==> config.mk <==
export PLATFORM = sky130hd
export DESIGN_NAME = vga_term_ctrl
export DESIGN_NICKNAME = d
export VERILOG_FILES = /design/src/rtl/vga_term_ctrl.sv
export SDC_FILE = /design/constraint.sdc
export NUM_CORES = 1
export LEC_CHECK = 0
export BUFFER_PORTS_ARGS = -buffer_cell sky130_fd_sc_hd__buf_4
export CORE_MARGIN = 2
export CORE_UTILIZATION = 50
export CTS_BUF_LIST = sky130_fd_sc_hd__clkbuf_4 sky130_fd_sc_hd__clkbuf_8
export CTS_CLUSTER_SIZE = 30
export DETAILED_ROUTE_END_ITERATION = 6
export GPL_TIMING_DRIVEN = 1
export PLACE_DENSITY = 0.69
export SLEW_MARGIN = 20
export SYNTH_ARGS = -nofsm -noshare
export SYNTH_HDL_FRONTEND = slang
export SYNTH_SLANG_ARGS = --single-unit
export TNS_END_PERCENT = 1
==> constraint.sdc <==
create_clock -name clk25 -period 4.75 [get_ports clk25]
set_clock_uncertainty 0.1 [all_clocks]
set_input_delay 0.475 -clock clk25 [delete_from_list [all_inputs] [get_ports clk25]]
set_output_delay 0.475 -clock clk25 [all_outputs]
set_load 0.02 [all_outputs]
==> src/rtl/vga_term_ctrl.sv <==
// Terminal write sequencer for a 40x24 character display.
// Owns cursor/start row and is the only writer of the VRAM port.
module vga_term_ctrl #(
    parameter int         COLS  = 40,
    parameter int         ROWS  = 24,
    parameter logic [5:0] BLANK = 6'd32
) (
    input  logic        clk25,
    input  logic        rst,
    input  logic        char_valid,
    output logic        char_ready,
    input  logic [7:0]  din,
    input  logic        clr_req,
    output logic [10:0] vram_w_addr,
    output logic [5:0]  vram_din,
    output logic        vram_w_en,
    output logic [5:0]  h_cursor,
    output logic [4:0]  v_cursor,
    output logic [4:0]  start_row,
    output logic        busy
);
    typedef enum logic [1:0] {
        IDLE   = 2'd0,
        SCROLL = 2'd1,
        CLEAR  = 2'd2
    } state_t;

    localparam logic [5:0]  H_LAST = 6'(COLS - 1);
    localparam logic [4:0]  R_LAST = 5'(ROWS - 1);
    localparam logic [10:0] S_LAST = 11'(COLS - 1);

    state_t      state, state_n;
    logic [4:0]  row, row_n;
    logic [4:0]  start_n, v_n;
    logic [5:0]  h_n;
    logic [10:0] cnt, cnt_n;
    logic [10:0] addr_n;
    logic [5:0]  vdin_n;
    logic        we_n;
    logic        nl;
    logic        accept;

    assign char_ready = (state == IDLE) & ~clr_req;
    assign accept     = char_valid & char_ready;

    always_comb begin
        state_n = state;
        h_n     = h_cursor;
        row_n   = row;
        start_n = start_row;
        cnt_n   = cnt;
        we_n    = 1'b0;
        addr_n  = vram_w_addr;
        vdin_n  = vram_din;
        nl      = 1'b0;
        if (clr_req) begin
            // a clear request wins over everything, including a live sweep
            state_n = CLEAR;
            h_n     = '0;
            row_n   = '0;
            start_n = '0;
            cnt_n   = '0;
        end else begin
            unique case (state)
                IDLE: begin
                    if (accept) begin
                        unique case (1'b1)
                            (din == 8'h0D || din == 8'h8D): begin
                                h_n = '0;
                                nl  = 1'b1;
                            end
                            (din == 8'h00 || din == 8'h0A ||
                             din == 8'h9B || din == 8'h7F): begin
                                h_n = '0;
                            end
                            default: begin
                                we_n   = 1'b1;
                                addr_n = {v_cursor, h_cursor};
                                vdin_n = {~din[6], din[4:0]};
                                if (h_cursor == H_LAST) begin
                                    h_n = '0;
                                    nl  = 1'b1;
                                end else begin
                                    h_n = h_cursor + 6'd1;
                                end
                            end
                        endcase
                    end
                end
                SCROLL: begin
                    we_n   = 1'b1;
                    addr_n = {v_cursor, cnt[5:0]};
                    vdin_n = BLANK;
                    if (cnt == S_LAST) begin
                        state_n = IDLE;
                    end else begin
                        cnt_n = cnt + 11'd1;
                    end
                end
                CLEAR: begin
                    we_n   = 1'b1;
                    addr_n = cnt;
                    vdin_n = BLANK;
                    cnt_n  = cnt + 11'd1;
                    if (cnt == 11'h7FF) begin
                        state_n = IDLE;
                    end
                end
                default: state_n = IDLE;
            endcase
            if (nl) begin
                if (row < R_LAST) begin
                    row_n = row + 5'd1;
                end else begin
                    start_n = start_row + 5'd1;
                    state_n = SCROLL;
                    cnt_n   = '0;
                end
            end
        end
        v_n = start_n + row_n;
    end

    always_ff @(posedge clk25) begin
        if (rst) begin
            state       <= IDLE;
            h_cursor    <= '0;
            row         <= '0;
            start_row   <= '0;
            v_cursor    <= '0;
            cnt         <= '0;
            vram_w_en   <= 1'b0;
            vram_w_addr <= '0;
            vram_din    <= '0;
            busy        <= 1'b0;
        end else begin
            state       <= state_n;
            h_cursor    <= h_n;
            row         <= row_n;
            start_row   <= start_n;
            v_cursor    <= v_n;
            cnt         <= cnt_n;
            vram_w_en   <= we_n;
            vram_w_addr <= addr_n;
            vram_din    <= vdin_n;
            busy        <= (state_n != IDLE);
        end
    end
endmodule

# Yosys cells after proc, flatten, opt, wreduce, memory -nomap -nowiden

Index checks and enable logic that the tools add are counted.
Widths: inputs -> output; s select.

Register bits: 53

Multiplexer cells: 32
Equality and inequality tests: 12
Magnitude comparators: 1
Add/subtract/negate cells: 5
Bitwise gates (word level): 4
Reductions and logical operators: 15

Operators with widths:

| kind                  | number |
|---|---|
| $mux 11               | 5 |
| $pmux 11 s3           | 1 |
| $mux 5                | 6 |
| $mux 6                | 4 |
| $pmux 11 s2           | 1 |
| $eq 8x4->1 const B    | 2 |
| $eq 8x8->1 const B    | 2 |
| $pmux 6 s2            | 1 |
| $add 11x1->11 const B | 1 |
| $eq 11x11->1 const B  | 1 |
| $eq 11x6->1 const B   | 1 |
| $add 5x1->5 const B   | 2 |
| $mux 2                | 5 |
| $eq 8x7->1 const B    | 1 |
| $logic_not 8->1       | 1 |
| $reduce_and 4->1      | 2 |
| $add 6x1->6 const B   | 1 |
| $eq 6x6->1 const B    | 1 |
| $mux 1                | 6 |
| $pmux 2 s3            | 1 |
| $reduce_or 2->1       | 3 |
| $add 5x5->5           | 1 |
| $lt 5x5->1 const B    | 1 |
| $logic_or 1x1->1      | 4 |
| 10 further kinds      | 15 |

# Logic depth before layout (Yosys ltp)

Gate-level depths: netlist of the first run.

Depth in word-level cells: 11
Mapped depth: 16
Depth with buffers taken out: 16

# Least setup slack after synthesis of the first run

OpenSTA, ideal clock, no wires.

Path kind: input-to-reg
Start: input clr_req
End: register v_cursor[4]
Stages: 14
Setup time: 0.126 ns
Arrival time: 3.007 ns
Setup slack: 1.517 ns
Path through: clkbuf_1 -> nor2b_1 -> nand2_1 -> nor3_1 -> xnor2_1 -> nor2_1 -> ha_1 -> inv_1 -> fa_1 -> nor2b_1 -> o21ai_0 -> nor2b_1 -> a21oi_1 -> nor3b_2

Longest elaborated chain between the ends: 9
Elaborated cells on any way between the ends: 11
Classes of those cells: add/sub: 1; mux: 7; bitwise: 3

RTL lines:

| item                 | RTL line | text |
|---|---|---|
| from (decl)          | 13       | `input logic clr_req,` |
| $not 1->1 (no line)  | n/a      |  |
| $and 1x1->1          | 43       | `assign char_ready = (state == IDLE) & ~clr_req;` |
| via char_ready       | 11       | `output logic char_ready,` |
| $and 1x1->1          | 44       | `assign accept = char_valid & char_ready;` |
| $mux 1               | 66       | `if (accept) begin` |
| $mux 1               | 64       | `unique case (state)` |
| $mux 1               | 56       | `if (clr_req) begin` |
| $mux 5               | 111      | `if (nl) begin` |
| $mux 5               | 56       |  |
| via start_n[0]       | 34       | `logic [4:0] start_n, v_n;` |
| $add 5x5->5          | 121      | `v_n = start_n + row_n;` |
| to (signal assigned) | 141      | `v_cursor <= v_n;` |
| to (decl)            | 18       | `output logic [4:0] v_cursor,` |

The timed path passes the listed nets, and every way through them passes these cells. The select of a mux whose other input is x is not followed.
A chain may end at the register's enable or synchronous reset.

# Worst setup path in the final report of the first run

Start: register h_cursor[0]
End: register v_cursor[4]

Longest elaborated chain between the ends: 9
Elaborated cells on any way between the ends: 11
Classes of those cells: add/sub: 1; eq/ne: 1; mux: 9

RTL lines:

| item                   | RTL line | text |
|---|---|---|
| from (decl)            | 17       | `output logic [5:0] h_cursor,` |
| from (signal assigned) | 138      | `h_cursor <= h_n;` |
| $eq 6x6->1             | 80       | `if (h_cursor == H_LAST) begin` |
| $mux 1                 | 80       |  |
| $pmux 1 s2             | 67       | `unique case (1'b1)` |
| $mux 1                 | 66       |  |
| $mux 1                 | 64       |  |
| $mux 1                 | 56       |  |
| $mux 5                 | 111      |  |
| $mux 5                 | 56       |  |
| via start_n[0]         | 34       |  |
| $add 5x5->5            | 121      |  |

The timed path passes the listed nets, and every way through them passes these cells. The select of a mux whose other input is x is not followed.

==> results of run 1 <==
==> metal layers <==
layer	GRT usage (%)	vias to the layer above	share of wire, %
met2	34.0	55	47
met4	5.82	0	0.98
li1	-	1205	-
met1	27.7	1106	47
met5	0	-	0
met3	4.47	6	4.4
==> report_power, final <==
group / internal (mW) / switching [mW] / leakage [nW]
clock: 0.118 / 0.148 / 0.0512
combinational: 0.0375 / 0.0608 / 0.757
sequential: 0.455 / 0.00649 / 0.430
total: 0.611 / 0.215 / 1.24
==> layout by cell type (no fill, tap or decap), types with 2 or more instances in the layout <==
| cell type | instances |
|---|---|
| sky130_fd_sc_hd__nor2_1 | 59 |
| sky130_fd_sc_hd__dfxtp_1 | 53 |
| sky130_fd_sc_hd__buf_4 | 48 |
| sky130_fd_sc_hd__nand2_1 | 17 |
| sky130_fd_sc_hd__a21oi_1 | 17 |
| sky130_fd_sc_hd__nand3_1 | 14 |
| sky130_fd_sc_hd__ha_1 | 13 |
| sky130_fd_sc_hd__xor2_1 | 11 |
| sky130_fd_sc_hd__a211oi_1 | 11 |
| sky130_fd_sc_hd__o21ai_0 | 10 |
| sky130_fd_sc_hd__nand4_1 | 9 |
| sky130_fd_sc_hd__inv_1 | 8 |
| sky130_fd_sc_hd__and3_1 | 6 |
| sky130_fd_sc_hd__nor2b_1 | 6 |
| sky130_fd_sc_hd__nor3_1 | 6 |
| sky130_fd_sc_hd__xnor2_1 | 6 |
| sky130_fd_sc_hd__nand2b_1 | 6 |
| sky130_fd_sc_hd__a32oi_1 | 6 |
| sky130_fd_sc_hd__clkbuf_8 | 6 |
| sky130_fd_sc_hd__a2bb2oi_1 | 5 |
| sky130_fd_sc_hd__nand4b_1 | 4 |
| sky130_fd_sc_hd__o211ai_1 | 3 |
| sky130_fd_sc_hd__o31a_1 | 2 |
| sky130_fd_sc_hd__mux2i_1 | 2 |
| sky130_fd_sc_hd__or2_2 | 2 |
| sky130_fd_sc_hd__nor4_1 | 2 |
| sky130_fd_sc_hd__a21o_1 | 2 |
| sky130_fd_sc_hd__a31oi_1 | 2 |
| sky130_fd_sc_hd__a311oi_1 | 2 |
==> cell families (layout without fill, tap and decap cells) <==
kind of cell             Yosys count  after routing
AND/OR/NAND/NOR                  142            142
flip-flops                        53             53
XOR/XNOR                          17             17
AO/OA/AOI/OAI                     64             64
multiplexers                       2              2
buffers and inverters             23             64
adder cells (fa/ha/maj)           14             14
==> layout make-up <==
| cell class | instances | area (um^2) | area share [%] |
|---|---|---|---|
| clock inverters | 2 | 13.8 | 0.438 |
| repair buffers | 48 | 360 | 11.5 |
| well taps | 70 | 87.6 | 2.79 |
| flip-flops and latches | 53 | 1060 | 33.8 |
| inverters | 8 | 30.0 | 0.956 |
| clock buffers | 6 | 82.6 | 2.63 |
| multi-input cells | 239 | 1510 | 47.9 |
==> worst register-to-register path, stage by stage, from the launching register on <==
cell and delay [ps]:
sky130_fd_sc_hd__dfxtp_1 440, sky130_fd_sc_hd__ha_1 250, sky130_fd_sc_hd__nand4_1 140, sky130_fd_sc_hd__o31a_1 370, sky130_fd_sc_hd__nor3_1 540, sky130_fd_sc_hd__xnor2_1 190, sky130_fd_sc_hd__nor2_1 130, sky130_fd_sc_hd__ha_1 170
sky130_fd_sc_hd__inv_1 50, sky130_fd_sc_hd__fa_1 370, sky130_fd_sc_hd__nor2b_1 150, sky130_fd_sc_hd__o21ai_0 80, sky130_fd_sc_hd__nor2b_1 140, sky130_fd_sc_hd__a21oi_1 150, sky130_fd_sc_hd__nor3b_2 60
==> registers in the layout, summed over array words and instances, names as in the netlist <==
register / cells
busy: 1
vram_din: 6
v_cursor: 5
start_row: 5
row: 5
state: 2
vram_w_addr: 11
h_cursor: 6
cnt: 11
vram_w_en: 1
==> stage by stage <==
step	std cells	hold slack [ps]	area (um^2)
final	426	287	3140
after global routing	426	289	3140
after CTS	426	279	3140
after detailed placement	418	359	3050
after global placement	418	357	3050
after floorplan	315	375	2650
==> how the worst min path moves through the flow <==
| stage | end | slack (ps) |
|---|---|---|
| 2_1_floorplan | cnt[5] | 370 |
| 3_3_place_gp | vram_din[2] | 360 |
| 3_5_place_dp | vram_din[2] | 360 |
| 4_1_cts | vram_din[5] | 280 |
| 5_1_grt | vram_din[5] | 290 |
| 6_report | vram_din[5] | 290 |
==> results by stage, run 1 <==
STA:
- For the pin with the worst max-slew slack, the measured transition is roughly 770 ps.
- The max-slew violation total from the final report came to 0.
- The worst-case headroom to the max-slew limit is roughly 48%.
- Setup repair after global routing left no endpoint under its margin.
- The fraction of the cycle the final worst path needs is 72.4%.
- The smallest clock period supported by the final layout is computed as approximately 3400 ps.
- The summed negative setup slack over all endpoints is 0 ps.
- Across all setup checks in the final design, the least slack found is 1310 ps.
- The highest clock frequency the design can meet is 291 MHz.
- The final setup violation count is 0.
- The number of hold-slack violations in the final timing report is 0.

Synth:
- For this run, the number of Yosys warnings is 0.
- The most used flip-flop cell after synthesis is sky130_fd_sc_hd__dfxtp_1.
- After synthesis the netlist holds a flip-flop and latch count of 53.
- The number of enable-type register cells in the synthesized netlist is 0.
- The gate count of the mapped netlist is 315.
- The share of synthesized area occupied by flip-flops and latches is 40.0%.
- The synthesized netlist contains 45 unique library cells.
- Of the total synthesized cell area, the portion taken by XOR and XNOR cells is 5.62%.
- After synthesis, the most frequently instantiated cells are sky130_fd_sc_hd__nor2_1, sky130_fd_sc_hd__dfxtp_1, sky130_fd_sc_hd__a21oi_1, sky130_fd_sc_hd__nand2_1, sky130_fd_sc_hd__nand3_1.
- The top cell type by total area after synthesis is sky130_fd_sc_hd__dfxtp_1.
- In this run the cell area of the synthesized design comes to ~2700 um^2.
- The main combinational cell family by area after synthesis is simple AND/OR/NAND/NOR gates.
- The average footprint of a synthesized cell is 8.42 um^2.
- Counting every net in the synthesized netlist gives roughly 340.
- The share of synthesized area in the top cell type comes to 40.0%.
- The share of flip-flops with an asynchronous set or reset after synthesis is 0%.
- The mux contribution to synthesized area is less than 1%.
- The post-synthesis simple-gate area fraction is 26.9%.
- Sorting the synthesized cells by area gives the leading types as sky130_fd_sc_hd__dfxtp_1, sky130_fd_sc_hd__nor2_1, sky130_fd_sc_hd__ha_1, sky130_fd_sc_hd__xor2_1, sky130_fd_sc_hd__a211oi_1.
- Yosys instantiated no cell more often than sky130_fd_sc_hd__nor2_1.
- Summing the areas of all compound-gate instances in the mapped netlist gives 16.5% of the synthesized area.
- The post-synthesis adder-cell area fraction is 6.89%.

Power and ir drop:
- The worst vdd rail ir drop is between 0.15 and 0.2 mV.
- In this run the power density over the cells is 263 nW/um^2.
- Overall power consumption after layout is estimated at roughly 0.83 mW.
- The leakage power summed over all cells is between 1 and 1.5 nW.

Hold path:
- The worst hold path passes through 2 cells.
- In this run the most critical hold path is launched from din[6].
- The type of the most critical hold path is in2reg.

Clock tree:
- The post-cts hold buffer count is 0.
- The clock transition at the register clock pins on the worst setup and hold paths after CTS is approximately 100 ps.
- Post-CTS repair changed the size of 0 cells.
- The longest clock path from root to sink contains 2 buffers.
- The number of clock sinks is 53.
- The clock tree root driver cell is sky130_fd_sc_hd__clkbuf_8.
- The clock insertion delay at the later pin of the skew report is about 300 ps.
- In this run the number of H-tree levels came out at 2.
- TritonCTS built the clock tree.
- The buffers inserted during post-CTS setup optimization is 0.
- Counting the buffers created by CTS gives 5.

Die:
- The boundary pin count is 48.
- The floorplan has 26 rows.
- The starting density of the core is between 50% and 60%.
- In this run the standard cell core region covers 5110 um^2.
- The full die area is between 5000 and 6000 um^2.
- The die is 76.8 um tall.
- Measured along the x axis, the die boundary spans approximately 77 um.

Critical path:
- The largest single stage delay on the critical path is 540 ps.
- The critical path ends at v_cursor[4].
- Broken down by cell family, the worst path's largest delay share belongs to simple AND/OR/NAND/NOR gates.
- The maximum fanout along the worst path is 6.
- For flop-to-flop paths, the worst setup slack is 1310 ps.
- The worst setup path category is reg2reg.
- Data on the critical path arrives at its endpoint at 3530 ps.
- STA puts the critical path data required time at 4840 ps.
- The cell count along the critical path is 14.
- The endpoint identified for the worst register-to-register timing path is v_cursor[4].
- The capturing element type of the critical path is a register.
- The origin of the critical flop-to-flop path is h_cursor[0].
- The worst reg-to-reg path cell count is 14.
- The slowest stage of the critical path belongs to the cell sky130_fd_sc_hd__nor3_1.
- STA classifies the critical path startpoint as a register.
- The critical path goes through ha_1 > nand4_1 > o31a_1 > nor3_1 > xnor2_1 > nor2_1 > ha_1 > inv_1 > fa_1 > nor2b_1 > o21ai_0 > nor2b_1 > a21oi_1 > nor3b_2.
- Tracing the worst setup path back leads to its startpoint at h_cursor[0].
- The combined buffer and inverter count along the critical path is 1.

Placement:
- The count of buffers added on input and output ports is 47.
- At the end of routability-driven placement, the weighted congestion stood at about 0.87.
- The estimated wirelength of the detail-placed design is 4340 um.
- Before CTS, the worst setup slack after placement is 1110 ps.

Drt:
- Dividing the detail-routed wire length by the instance count gives roughly 14 um.
- The remaining antenna violation count is 0.
- The number of detailed-route iterations in the first pass is 4.
- The total number of vias is about 2.4k.
- The post-route DRC violation count is 0.
- The final wirelength is between 5000 and 6000 um.
- In the routed layout, each cell is associated on average with a via count of 5.57.
- The first routing iteration left between 150 and 200 violations.

Layout:
- Counting the fill cells in the layout gives 480.
- Once layout is complete, the utilization of the core stands at 61.5%.
- The number of nets in the layout is 381.
- The number of antenna diodes in the final layout is 0.
- The fraction of layout cells with a size suffix above 1 is 18.5%.
- From synthesis to final layout, the design area changed by 18.5%.

GRT:
- Entering global routing, the biggest net connects 27 pins.
- For this run, the total global-route usage over all layers was measured as between 20% and 30%.
- The initial antenna violation count is 0.
- The number of global-route vias before repair came to 2208.
- The remaining global-route overflow is 0.
- The first global-routing pass estimated a little over 10000 um of wire.

Flow run:
- Across the run, the number of max-cap violations was 0.

Run status:
- The run finished with clean final reports.
Note: power is estimated with default switching activity, not from simulation.
==> run 2, diff against run 1 <==
==> constraint.sdc (replaced) <==
create_clock -name clk25 -period 3.17 [get_ports clk25]
set_clock_uncertainty 0.1 [all_clocks]
set_input_delay 0.317 -clock clk25 [delete_from_list [all_inputs] [get_ports clk25]]
set_output_delay 0.317 -clock clk25 [all_outputs]
set_load 0.02 [all_outputs]
==> run 2 against run 1 <==
Against the previous run: die area unchanged; core utilization increased by 3.7 points; critical path depth up 1; wire length grew 6.5%; critical endpoint unchanged; via count rose by 2.2%; clock-buffer cell count shrank 1; flip-flop and latch count stayed put; non-clock buffer count increased by 21; global-route usage up 0.99 points; sequential share of layout area shrank 1.9 points; largest cell class unchanged.
==> results by stage, run 2 (same netlist as run 1, synthesis figures left out) <==
Run status:
- Result of the run: complete, no violations (unchanged).

Drt:
- The detailed-route wire length per cell is 13.9 um (was 13.7 um).
- The detail-routed via count per cell is 5.42 (was 5.57).
- The final wirelength came to 6220 um (was 5830 um).
- The post-route DRC violation count was 0 (unchanged).
- The number of detailed-route iterations in the first pass is 4 (unchanged).
- The remaining antenna violation count came to 0 (unchanged).
- The total number of vias came to 2424 (was 2372).
- The number of DRC violations after detailed-routing iteration 0 is 105 (was 171).

Layout:
- The number of diodes is 0 (unchanged).
- The number of inserted filler cells in the final layout came to 485 (was 480).
- The number of nets in the layout is 402 (was 381).
- The area used by multi-input combinational logic is 1550 um^2 (was 1510 um^2).
- Top Registers: cnt (11), vram_w_addr (11) (unchanged).
- The final design instance area without fill is 3330 um^2 (was 3140 um^2).
- The most common cell after layout, fill and taps aside is sky130_fd_sc_hd__buf_4 (was sky130_fd_sc_hd__nor2_1).
- Commonest non-fill, non-tap cells in the layout: sky130_fd_sc_hd__buf_4, sky130_fd_sc_hd__nor2_1, sky130_fd_sc_hd__dfxtp_1, sky130_fd_sc_hd__nand2_1, sky130_fd_sc_hd__a21oi_1 (was sky130_fd_sc_hd__nor2_1, sky130_fd_sc_hd__dfxtp_1, sky130_fd_sc_hd__buf_4, sky130_fd_sc_hd__nand2_1, sky130_fd_sc_hd__a21oi_1).
- The fraction of layout cells with a size suffix above 1 is 25.2% (was 18.5%).
- The sequential standard cell area is 1060 um^2 (unchanged).
- The layout overhead on the synthesized area was 25.5% (was 18.5%).
- The number of standard cells in the layout, taps in and fillers out is 447 (was 426).

Placement:
- The number of buffer cells added on primary ports was 47 (unchanged).
- The placed cell area is 3200 um^2 (was 3050 um^2).
- The estimated wirelength of the detail-placed design was 4570 um (was 4340 um).
- The placed cell count came to 438 (was 418).
- The worst slack at placement is -17.1 ps (was 1110 ps).
- The final weighted congestion in routability-driven placement is 0.861 (was 0.866).

Clock tree:
- The clock tree root driver cell is sky130_fd_sc_hd__clkbuf_8 (unchanged).
- The number of clock sinks is 53 (unchanged).
- The number of CTS-inserted buffers is 5 (unchanged).
- The CTS tree is built (unchanged).
- The clock insertion delay at the later pin of the skew report is 310 ps (was 300 ps).
- The deepest level of the CTS H-tree is 2 (unchanged).
- The clock transition at the register clock pins on the worst setup and hold paths after CTS was 100 ps (about the same).
- The number of buffers on the longest clock path is 2 (unchanged).

STA:
- The transition time at the pin with the least slew margin is 615 ps (was 773 ps).
- The post-route worst hold slack came to 130 ps (was 287 ps).
- The max-slew violation total from the final report is 0 (unchanged).
- The summed negative setup slack over all endpoints is 0 ps (unchanged).
- The worst-case headroom to the max-slew limit is 58.6% (was 48.4%).
- The minimum clock period after layout came to 2940 ps (was 3440 ps).
- The highest clock frequency the design can meet is 340 MHz (was 291 MHz).
- The number of hold-slack violations in the final timing report is 0 (unchanged).
- The final setup violation count is 0 (unchanged).
- The final setup slack of the worst path is 229 ps (was 1310 ps).
- The fraction of the cycle the final worst path needs is 92.8% (was 72.4%).

Critical path:
- The worst reg-to-reg path cell count is 15 (was 14).
- The delay contributed by the slowest stage of the critical path is 400 ps (was 540 ps).
- The combined buffer and inverter count along the critical path is 1 (unchanged).
- The data required time of the critical path is 3260 ps (was 4840 ps).
- The capturing element type of the critical path is a register (unchanged).
- The worst setup path category is reg2reg (unchanged).
- The type of element launching the critical path is a register (unchanged).
- The reg-to-reg critical path endpoint is v_cursor[4] (unchanged).
- The top cell family by delay on the critical path is simple AND/OR/NAND/NOR gates (unchanged).
- The data arrival time of the critical path is 3030 ps (was 3530 ps).
- The critical-path cell with the highest stage delay is sky130_fd_sc_hd__fa_1 (was sky130_fd_sc_hd__nor3_1).
- The origin of the critical flop-to-flop path is h_cursor[1] (was h_cursor[0]).
- Cell chain of the critical path: ha_1 > nand4_1 > o31a_1 > nor2_2 > nand2_1 > xor2_1 > nor2_1 > ha_1 > inv_1 > fa_1 > nor2b_2 > o21ai_0 > nor2b_2 > a21oi_2 > nor3b_2 (was ha_1 > nand4_1 > o31a_1 > nor3_1 > xnor2_1 > nor2_1 > ha_1 > inv_1 > fa_1 > nor2b_1 > o21ai_0 > nor2b_1 > a21oi_1 > nor3b_2).
- The slack of the worst reg-to-reg path came to 230 ps (was 1310 ps).
- The maximum fanout along the worst path is 4 (was 6).

Power and ir drop:
- The leakage power summed over all cells is 1.36 nW (was 1.24 nW).
- The worst vdd rail ir drop came to 0.203 mV (was 0.161 mV).
- The cell area power density is 370 nW/um^2 (was 263 nW/um^2).

Flow run:
- The count of max-cap constraint violations is 0 (unchanged).

Die:
- The horizontal die dimension is 76.8 um (unchanged).
- The starting density of the core is 51.9% (unchanged).
- The boundary pin count is 48 (unchanged).
- The full die area came to 5900 um^2 (unchanged).
- The vertical die dimension is 76.8 um (unchanged).
- The core footprint was 5110 um^2 (unchanged).
- The number of core rows is 26 (unchanged).

Hold path:
- The worst hold path startpoint is din[6] (unchanged).
- The endpoint of the worst hold path is vram_din[5] (unchanged).
- The worst hold path depth is 2 (unchanged).
- The type of the most critical hold path is in2reg (unchanged).

GRT:
- The remaining global-route overflow is 0 (unchanged).
- The number of global-route vias before repair came to 2257 (was 2208).
- The maximum number of pins on one net before global-route repair is 27 (unchanged).
- The global-route wire length before repair was 10700 um (was 10200 um).
- The overall track demand over capacity in global routing was 21.8% (was 20.8%).
- The initial antenna violation count is 0 (unchanged).
## run 2: layout make-up
| type | instances | area share [%] |
|---|---|---|
| clock inverters | 3 | 0.526 |
| multi-input cells | 239 | 46.4 |
| inverters | 8 | 0.902 |
| repair buffers | 69 | 15.6 |
| flip-flops and latches | 53 | 31.9 |
| well taps | 70 | 2.63 |
| clock buffers | 5 | 2.07 |
## run 2: power breakdown
| part | switching, mW | internal, mW | leakage [nW] |
|---|---|---|---|
| Clock | 0.226 | 0.153 | 0.0439 |
| Combinational | 0.0953 | 0.0653 | 0.888 |
| Sequential | 0.00920 | 0.682 | 0.430 |
| Total | 0.331 | 0.900 | 1.36 |
## run 2: layer usage
metal / track usage, % / up-vias / part of all wire, %
li1: - / 1249 / -
met1: 30.0 / 1127 / 48
met2: 35.5 / 40 / 48
met3: 3.65 / 8 / 2.8
met4: 5.45 / 0 / 1.1
met5: 0 / - / 0
## run 2: worst max path at each step
stage	depth (start not counted)	start	to	slack [ps]
finish	15	h_cursor[1]	v_cursor[4]	230
detailed placement	15	din[2]	v_cursor[4]	-20
global placement	15	din[2]	v_cursor[4]	40
global route	15	state[1]	v_cursor[4]	-3
CTS	15	state[1]	v_cursor[4]	70
floorplan	14	state[0]	v_cursor[4]	40
## run 2: through the flow
| stage | util, % | total power [mW] |
|---|---|---|
| after floorplan | - | 0.799 |
| after global placement | 62.7 | 0.863 |
| after detailed placement | 62.7 | 0.864 |
| after CTS | 64.4 | 1.24 |
| after global routing | 65.2 | 1.28 |
| final | 65.2 | 1.23 |
## run 2: repair_timing
item                       in CTS  in global routing
setup endpoints to repair       0                  2
hold buffers                    0                  0
gates resized for setup         0                  9
setup buffers                   0                  1
## run 2: worst register-to-register path, delay by kind of cell (launching register included)
kind	cells	cell delay, ps
AND/OR/NAND/NOR	7	830
adder cells (fa/ha/maj)	3	750
AO/OA/AOI/OAI	3	550
flip-flops	1	360
XOR/XNOR	1	180
buffers and inverters	1	60
